==> src/rtl/cruise_pkg.sv <==
// Shared types for the cruise speed regulator: FSM states and comparator relation encoding.
package cruise_pkg;

  typedef enum logic [2:0] {
    OFF,
    HOLD,
    ACCEL,
    DECEL,
    FAULT
  } state_t;

  typedef enum logic [1:0] {
    REL_EQ,
    REL_G,
    REL_L
  } rel_t;

  function automatic logic onehot3(input logic [2:0] v);
    return (v == 3'b100) || (v == 3'b010) || (v == 3'b001);
  endfunction

endpackage

==> src/rtl/relation_persist.sv <==
// Decodes the comparator G/Eq/L flags and debounces the relation with a
// saturating persistence counter; confirmed reflects the sample being accepted now.
module relation_persist
  import cruise_pkg::*;
#(
  parameter int unsigned PERSIST = 4
) (
  input  logic clk,
  input  logic rst_n,
  input  logic clr,
  input  logic valid,
  input  logic G,
  input  logic Eq,
  input  logic L,
  output rel_t rel,
  output logic confirmed,
  output logic bad_onehot
);

  localparam int unsigned CW = $clog2(PERSIST + 1);
  localparam logic [CW-1:0] CNT_MAX = CW'(PERSIST);

  rel_t          prev_rel;
  logic [CW-1:0] cnt;
  logic [CW-1:0] cnt_n;

  always_comb begin
    // Priority decode G > L > Eq; all-zero falls through to Eq.
    rel        = G ? REL_G : (L ? REL_L : REL_EQ);
    bad_onehot = valid && !onehot3({G, Eq, L});
    cnt_n      = cnt;
    if (valid) begin
      if (rel == prev_rel) cnt_n = (cnt == CNT_MAX) ? cnt : cnt + 1'b1;
      else                 cnt_n = CW'(1);
    end
    confirmed = valid && (cnt_n == CNT_MAX);
  end

  always_ff @(posedge clk or negedge rst_n) begin
    if (!rst_n) begin
      prev_rel <= REL_EQ;
      cnt      <= '0;
    end else if (clr) begin
      prev_rel <= REL_EQ;
      cnt      <= '0;
    end else if (valid) begin
      prev_rel <= rel;
      cnt      <= cnt_n;
    end
  end

endmodule

==> src/rtl/cruise_speed_regulator.sv <==
// Cruise throttle regulator: debounced speed relation drives an OFF/HOLD/ACCEL/DECEL FSM.
// Define CMP_ONEHOT_CHECK_EN to trap non-one-hot comparator samples into a sticky FAULT state.
module cruise_speed_regulator
  import cruise_pkg::*;
#(
  parameter int unsigned THR_W   = 8,
  parameter int unsigned STEP    = 1,
  parameter int unsigned THR_MAX = 255,
  parameter int unsigned PERSIST = 4
) (
  input  logic             clk,
  input  logic             rst_n,
  input  logic             enable,
  input  logic             brake,
  input  logic             cmp_valid,
  input  logic             G,
  input  logic             Eq,
  input  logic             L,
  input  logic [THR_W-1:0] throttle_init,
  output logic [THR_W-1:0] throttle,
  output logic             accel,
  output logic             decel,
  output logic             fault
);

  localparam logic [THR_W:0]   STEP_X = (THR_W + 1)'(STEP);
  localparam logic [THR_W:0]   MAX_X  = (THR_W + 1)'(THR_MAX);
  localparam logic [THR_W-1:0] STEP_T = THR_W'(STEP);
  localparam logic [THR_W-1:0] MAX_T  = THR_W'(THR_MAX);

  state_t           state, state_n;
  logic [THR_W-1:0] thr_n, thr_up, thr_dn, thr_init_clip;
  logic [THR_W:0]   thr_sum;
  logic             kill;
  rel_t             rel;
  logic             confirmed, bad_onehot, bad_go;

  assign kill = brake | ~enable;

  relation_persist #(.PERSIST(PERSIST)) u_persist (
    .clk       (clk),
    .rst_n     (rst_n),
    .clr       (kill),
    .valid     (cmp_valid),
    .G         (G),
    .Eq        (Eq),
    .L         (L),
    .rel       (rel),
    .confirmed (confirmed),
    .bad_onehot(bad_onehot)
  );

`ifdef CMP_ONEHOT_CHECK_EN
  assign bad_go = bad_onehot;
`else
  logic cmp_unused;
  assign cmp_unused = bad_onehot;
  assign bad_go     = 1'b0;
`endif

  always_comb begin
    thr_sum       = {1'b0, throttle} + STEP_X;
    thr_up        = (thr_sum > MAX_X) ? MAX_T : thr_sum[THR_W-1:0];
    thr_dn        = ({1'b0, throttle} < STEP_X) ? '0 : throttle - STEP_T;
    thr_init_clip = ({1'b0, throttle_init} > MAX_X) ? MAX_T : throttle_init;
  end

  always_comb begin
    state_n = state;
    thr_n   = throttle;
    if (kill) begin
      state_n = OFF;
      thr_n   = '0;
    end else begin
      unique case (state)
        OFF: begin
          state_n = HOLD;
          thr_n   = thr_init_clip;
        end
        HOLD: begin
          if (bad_go) begin
            state_n = FAULT;
            thr_n   = '0;
          end else if (confirmed && rel == REL_L) state_n = ACCEL;
          else if (confirmed && rel == REL_G)     state_n = DECEL;
        end
        ACCEL: begin
          if (bad_go) begin
            state_n = FAULT;
            thr_n   = '0;
          end else if (cmp_valid) begin
            if (rel == REL_L) thr_n = thr_up;
            else              state_n = HOLD;
          end
        end
        DECEL: begin
          if (bad_go) begin
            state_n = FAULT;
            thr_n   = '0;
          end else if (cmp_valid) begin
            if (rel == REL_G) thr_n = thr_dn;
            else              state_n = HOLD;
          end
        end
        FAULT: thr_n = '0;
        default: begin
          state_n = OFF;
          thr_n   = '0;
        end
      endcase
    end
  end

  always_ff @(posedge clk or negedge rst_n) begin
    if (!rst_n) begin
      state    <= OFF;
      throttle <= '0;
      accel    <= 1'b0;
      decel    <= 1'b0;
    end else begin
      state    <= state_n;
      throttle <= thr_n;
      accel    <= (state_n == ACCEL);
      decel    <= (state_n == DECEL);
    end
  end

`ifdef CMP_ONEHOT_CHECK_EN
  always_ff @(posedge clk or negedge rst_n) begin
    if (!rst_n) fault <= 1'b0;
    else        fault <= (state_n == FAULT);
  end
`else
  assign fault = 1'b0;
`endif

endmodule

==> config.mk <==
export PLATFORM = sky130hd
export DESIGN_NAME = cruise_speed_regulator
export DESIGN_NICKNAME = d
export VERILOG_FILES = /design/src/rtl/cruise_pkg.sv /design/src/rtl/relation_persist.sv /design/src/rtl/cruise_speed_regulator.sv
export SDC_FILE = /design/constraint.sdc
export NUM_CORES = 1
export LEC_CHECK = 0
export BUFFER_PORTS_ARGS = -buffer_cell sky130_fd_sc_hd__buf_2
export CAP_MARGIN = 25
export CORE_UTILIZATION = 27
export CTS_BUF_LIST = sky130_fd_sc_hd__clkbuf_4 sky130_fd_sc_hd__clkbuf_8
export CTS_CLUSTER_SIZE = 25
export DETAILED_ROUTE_END_ITERATION = 7
export SYNTH_ARGS = -nofsm -noshare
export SYNTH_HDL_FRONTEND = slang
export SYNTH_SLANG_ARGS = --single-unit
==> constraint.sdc <==
create_clock -name clk -period 1.8 [get_ports clk]
set_input_delay 0.09 -clock clk [delete_from_list [all_inputs] [get_ports clk]]
set_output_delay 0.09 -clock clk [all_outputs]
set_load 0.1 [all_outputs]
# Word level (Yosys, flattened, before mapping)
# Index checks and enable logic that the tools add are counted.
[totals]
regBits = 18
inputBits = 16
[op_classes]
addsub = 3
order_cmp = 2
n_eq_ne = 16
muxes = 25
bitwise = 2
reduce_logical = 6
[op_table]
columns = ["cell", "n"]
rows = [
  ["$mux W8", 7],
  ["$mux W3", 12],
  ["$pmux W8 S4", 1],
  ["$pmux W3 S5", 1],
  ["$eq A3 B2 Y1 const B", 4],
  ["$ne A3 B3 Y1 const B", 4],
  ["$add A8 B1 Y9 const B", 1],
  ["$eq A3 B3 Y1 const B", 3],
  ["$gt A9 B8 Y1 const B", 1],
  ["$lt A8 B1 Y1 const B", 1],
  ["$mux W2", 4],
  ["$sub A8 B1 Y8 const B", 1],
  ["$reduce_and A5 Y1", 1],
  ["$add A3 B1 Y3 const B", 1],
  ["$eq A3 B1 Y1 const B", 1],
  ["$logic_and A1 B1 Y1", 3],
  ["$logic_not A3 Y1", 1],
  ["$eq A2 B1 Y1 const B", 1],
  ["$eq A2 B2 Y1", 1],
  ["$eq A2 B2 Y1 const B", 1],
  ["$ne A2 B2 Y1 const B", 1],
  ["$reduce_bool A2 Y1", 1],
  ["$not A1 Y1", 1],
  ["$or A1 B1 Y1", 1],
]

# Longest topological paths before layout
[logic_depth]
depth_word = 13
ltp_mapped = 7

# Modules after synthesis
# A second synthesis with hierarchy kept.
[unflattened]
hier_cells = 193
hier_area_um2 = 1572.8
[by_module_without_submodules]
columns = ["module", "instances", "cells_per_inst", "area_per_inst_um2"]
rows = [
  ["cruise_speed_regulator", 1, 153, 1199.9],
  ["relation_persist", 1, 40, 372.9],
]

# Least setup slack after synthesis
# Ideal clock, no wire load.
[synth_path]
kind = "register to register"
from = "register throttle[0]"
to = "register throttle[3]"
setup_ps = 71
arrival_time_ps = 2490
path_slack_ps = -761
stages_incl_launch_ff = 7
n_path_buf = 0
synth_period_minus_slack_ps = 2561
path_cell_list = "dfrtp_1 > inv_1 > ha_1 > nor4b_2 > a211o_4 > or4_1 > nand4_1"
[synth_between]
elab_chain_len = 7
[synth_rtl]
columns = ["element", "line_no", "text"]
rows = [
  ["from (decl)", "cruise_speed_regulator.sv:20", "output logic [THR_W-1:0] throttle,"],
  ["from (signal assigned)", "cruise_speed_regulator.sv:122", "throttle <= thr_n;"],
  ["$add A8 B1 Y9", "cruise_speed_regulator.sv:62", "thr_sum = {1'b0, throttle} + STEP_X;"],
  ["$gt A9 B8 Y1", "cruise_speed_regulator.sv:63", "thr_up = (thr_sum > MAX_X) ? MAX_T : thr_sum[THR_W-1:0];"],
  ["$mux W8", "cruise_speed_regulator.sv:63", ""],
  ["$mux W8", "cruise_speed_regulator.sv:92", "if (rel == REL_L) thr_n = thr_up;"],
  ["$mux W8", "cruise_speed_regulator.sv:91", "end else if (cmp_valid) begin"],
  ["$pmux W8 S4 *", "cruise_speed_regulator.sv:75", "unique case (state)"],
  ["$mux W8 *", "cruise_speed_regulator.sv:71", "if (kill) begin"],
]
# Every way passes the cells marked *; elsewhere a longest branch is shown, timed or not. The select of a mux whose other input is x is not followed.
# A chain may end at the register's enable or synchronous reset.

# Final worst setup path
[layout_path]
from = "register throttle[1]"
to = "register throttle[5]"
# Same word-level chain as after synthesis.

==> out/results.txt <==
Max Fclk = 563.2 MHz
Post-Syn Area per Cell = 8.808 um^2
min-delay src = throttle_init[3]
Final setup viols = 0
area grow syn2layout = 33.12%
global-route wire length before repair = 6.837 mm
dpl cell area = 1893 um^2
Register Area = 476.7 um^2
# fillers = 578
clock power share = 0.317
Initial Utilization = 0.2799
Comb pwr share = 0.252
setup_tns = 0 ps
final worst setup slack = 24.52 ps
Int Pwr = 0.0006916 W
DP HPWL = 3.070 mm
Final Max Tran Viols = 0
Hold Path Class = in2reg
DRT Pass-1 Iters = 6
pre-CTS setup slack = 10.97 ps
die height = 77.56 um
Core Region = 5507 um^2
DR iter-0 viols = 68
Synth async-reset ratio = 1.000
EDFF count, synth = 0
unrepaired setup endpoints after global routing = true
Port Buffers = 24
Final min period = 1775 ps
sequence of cells on the critical path = inv_4, ha_4, nor4b_4, a211o_4, or4b_1, nand3_1
Ys Warns = 0
top_reg_cell synth = dfrtp_1
Max-Cap Viols = 0
CTS tree = built
CTS Buf Count = 3
Synth Register Bits = 18
n_diodes = 0
number of global-route vias before repair = 1454
Synth Net Count = 196
Worst setup SP type = flop
Clock Tree Root = clkbuf_8
gr ovfl total = 0
most common cell after layout, fill and taps aside = buf_4
CP Launch Point = throttle[1]$_DFFE_PN0P_
nets = 241
status = finished with violations
stages on the worst setup path = 6
Synth Instances = 175
Netlist cell types = 57
Cell Area, Synth = 1541 um^2
Synth area leaders = dfrtp_1 (29%), ha_1 (4.1%), nand2_1 (3.7%)
Power Density = 491.2 nW/um^2
Synth top area share = 0.2922
Sequential Power Share = 0.431
Power, Total = 0.001008 W
IO Pins = 27
Finished Core Util = 0.3726
DR vias = 1460
Leak Pwr = 0.8492 nW
post-route cell area = 2052 um^2
VDD IR max = 0.3034 mV
clock buffer depth = 2
H-tree levels = 1
Worst EP arrival = 1970 ps
Post-route DRC = 2
Sw Pwr = 0.0003162 W
chip width = 77.56 um
largest net degree at the start of global routing = 19
CP top delay family = simple AND/OR/NAND/NOR gates
post-synth top area cell = dfrtp_1
GP Congestion = 0.7760
commonest cells after routing, fill and taps aside = buf_4 (27), buf_2 (24), nand2_1 (15)
row count = 27
Reg2Reg Depth = 6
clock-pin slew on the worst setup and hold paths = 80 ps
initial antenna violation count = 0
Max FO, Critical Path = 7
sw frac = 0.3138
period utilization = 0.9864
CP peak stage delay = 470 ps
ANT nets after route = 0
Crit Path Class = reg2reg
layout cell share with drive strength beyond 1 = 0.4110
Avg WL per Cell = 13.92 um
Worst Skew = 15.95 ps
post-DR vias/cell = 5.017
Seq/Total Area, Yosys = 0.2922
Final Hold Fails = 0
Multi-input gate area = 1046 um^2
Hold Path Depth = 3
FF-to-FF Start = throttle[1]$_DFFE_PN0P_
CTS Sinks = 18
Tot GR Track Use = 0.1444
DIE AREA = 6016 um^2
Worst path slowest cell = dfrtp_4
Critical Path Sink Type = flop
worst path bufs/invs = 1
drt total wl = 4.052 mm
Worst Path Required = 2000 ps
failing checks = design-rule violations
clk_lat worst skew = 260 ps
==> power by group through the flow <==
stage | Sequential, W | Clock (W) | Combinational [W]
floorplan | 0.000474 | 0 | 0.000128
global placement | 0.000442 | 0 | 0.000238
detailed placement | 0.000443 | 0 | 0.000240
CTS | 0.000434 | 0.000332 | 0.000247
global route | 0.000437 | 0.000349 | 0.000277
finish | 0.000435 | 0.000319 | 0.000254
==> sequential cells by signal, indices dropped and copies added (netlist names) <==
| register | count |
|---|---|
| accel | 1 |
| decel | 1 |
| state | 3 |
| throttle | 8 |
| u_persist.cnt | 3 |
| u_persist.prev_rel | 2 |
==> worst min-delay path: stages <==
cell and delay (ps):
buf_2 80, o211ai_1 80, nand4_1 110
==> metrics by stage <==
| step | cells | hold WS (ps) |
|---|---|---|
| 4_1_cts | 290 | 124.5 |
| 6_report | 291 | 136.3 |
| 2_1_floorplan | 175 | -205.6 |
| 3_3_place_gp | 282 | 61.26 |
| 5_1_grt | 291 | 150.0 |
| 3_5_place_dp | 282 | 70.03 |
==> layout make-up <==
class	instances	share of cell area
Multi-Input combinational cell	135	0.5098
Sequential cell	18	0.2323
Timing Repair Buffer	54	0.1732
Tap cell	72	0.04390
Clock buffer	4	0.02378
Inverter	8	0.01707
==> cells by family after synthesis <==
family / synth area share
adder cells (fa/ha/maj): 0.04058
XOR/XNOR: 0.03409
other: 0.002433
multiplexers: 0.01948
buffers and inverters: 0.08116
flip-flops: 0.2922
AO/OA/AOI/OAI: 0.2411
AND/OR/NAND/NOR: 0.2890
==> Yosys cell counts (all sizes together) (2+ instances only) <==
cell / instances
a2111oi: 2
a211o: 2
a211oi: 3
a21oi: 7
a31o: 2
a31oi: 2
and3: 2
and4: 2
buf: 11
clkbuf: 3
dfrtp: 18
ha: 5
inv: 8
mux2i: 3
nand2: 15
nand2b: 4
nand3: 9
nand4: 5
nor2: 9
nor2b: 7
nor3: 6
nor3b: 5
nor4: 2
nor4b: 3
o211ai: 5
o21ai: 11
o21bai: 2
xnor2: 5
==> per-layer routing <==
metal  routed length, um  vias to the layer above  part of all wire  track usage
met1                1974                      694              0.49       0.1898
li1                    -                      739                 -            -
met4                  34                        0            0.0084      0.04717
met5                   0                        -                 0            0
met3                 131                        2             0.032      0.02235
met2                1911                       25              0.47       0.2398
==> final timing paths <==
path / slack [ps] / endpoint
max: 20 / throttle[5]$_DFFE_PN0P_
min: 140 / throttle[3]$_DFFE_PN0P_
max reg2reg: 20 / throttle[5]$_DFFE_PN0P_
min reg2reg: 600 / u_persist.prev_rel[0]$_DFFE_PN0P_
max in group asynchronous: 1110 / throttle[7]$_DFFE_PN0P_
min in group asynchronous: 310 / state[2]$_DFF_PN0_
==> repair_timing <==
action                                  in CTS  in global routing
cloned                                       0                  0
endpoints found under the setup margin       2                 11
hold buffers                                 1                  0
pin swaps                                    2                  9
gates resized for setup                      2                 13
setup buffers                                3                  1
endpoints found under the hold margin       18                  0
Power figures use the tool's default switching activity.
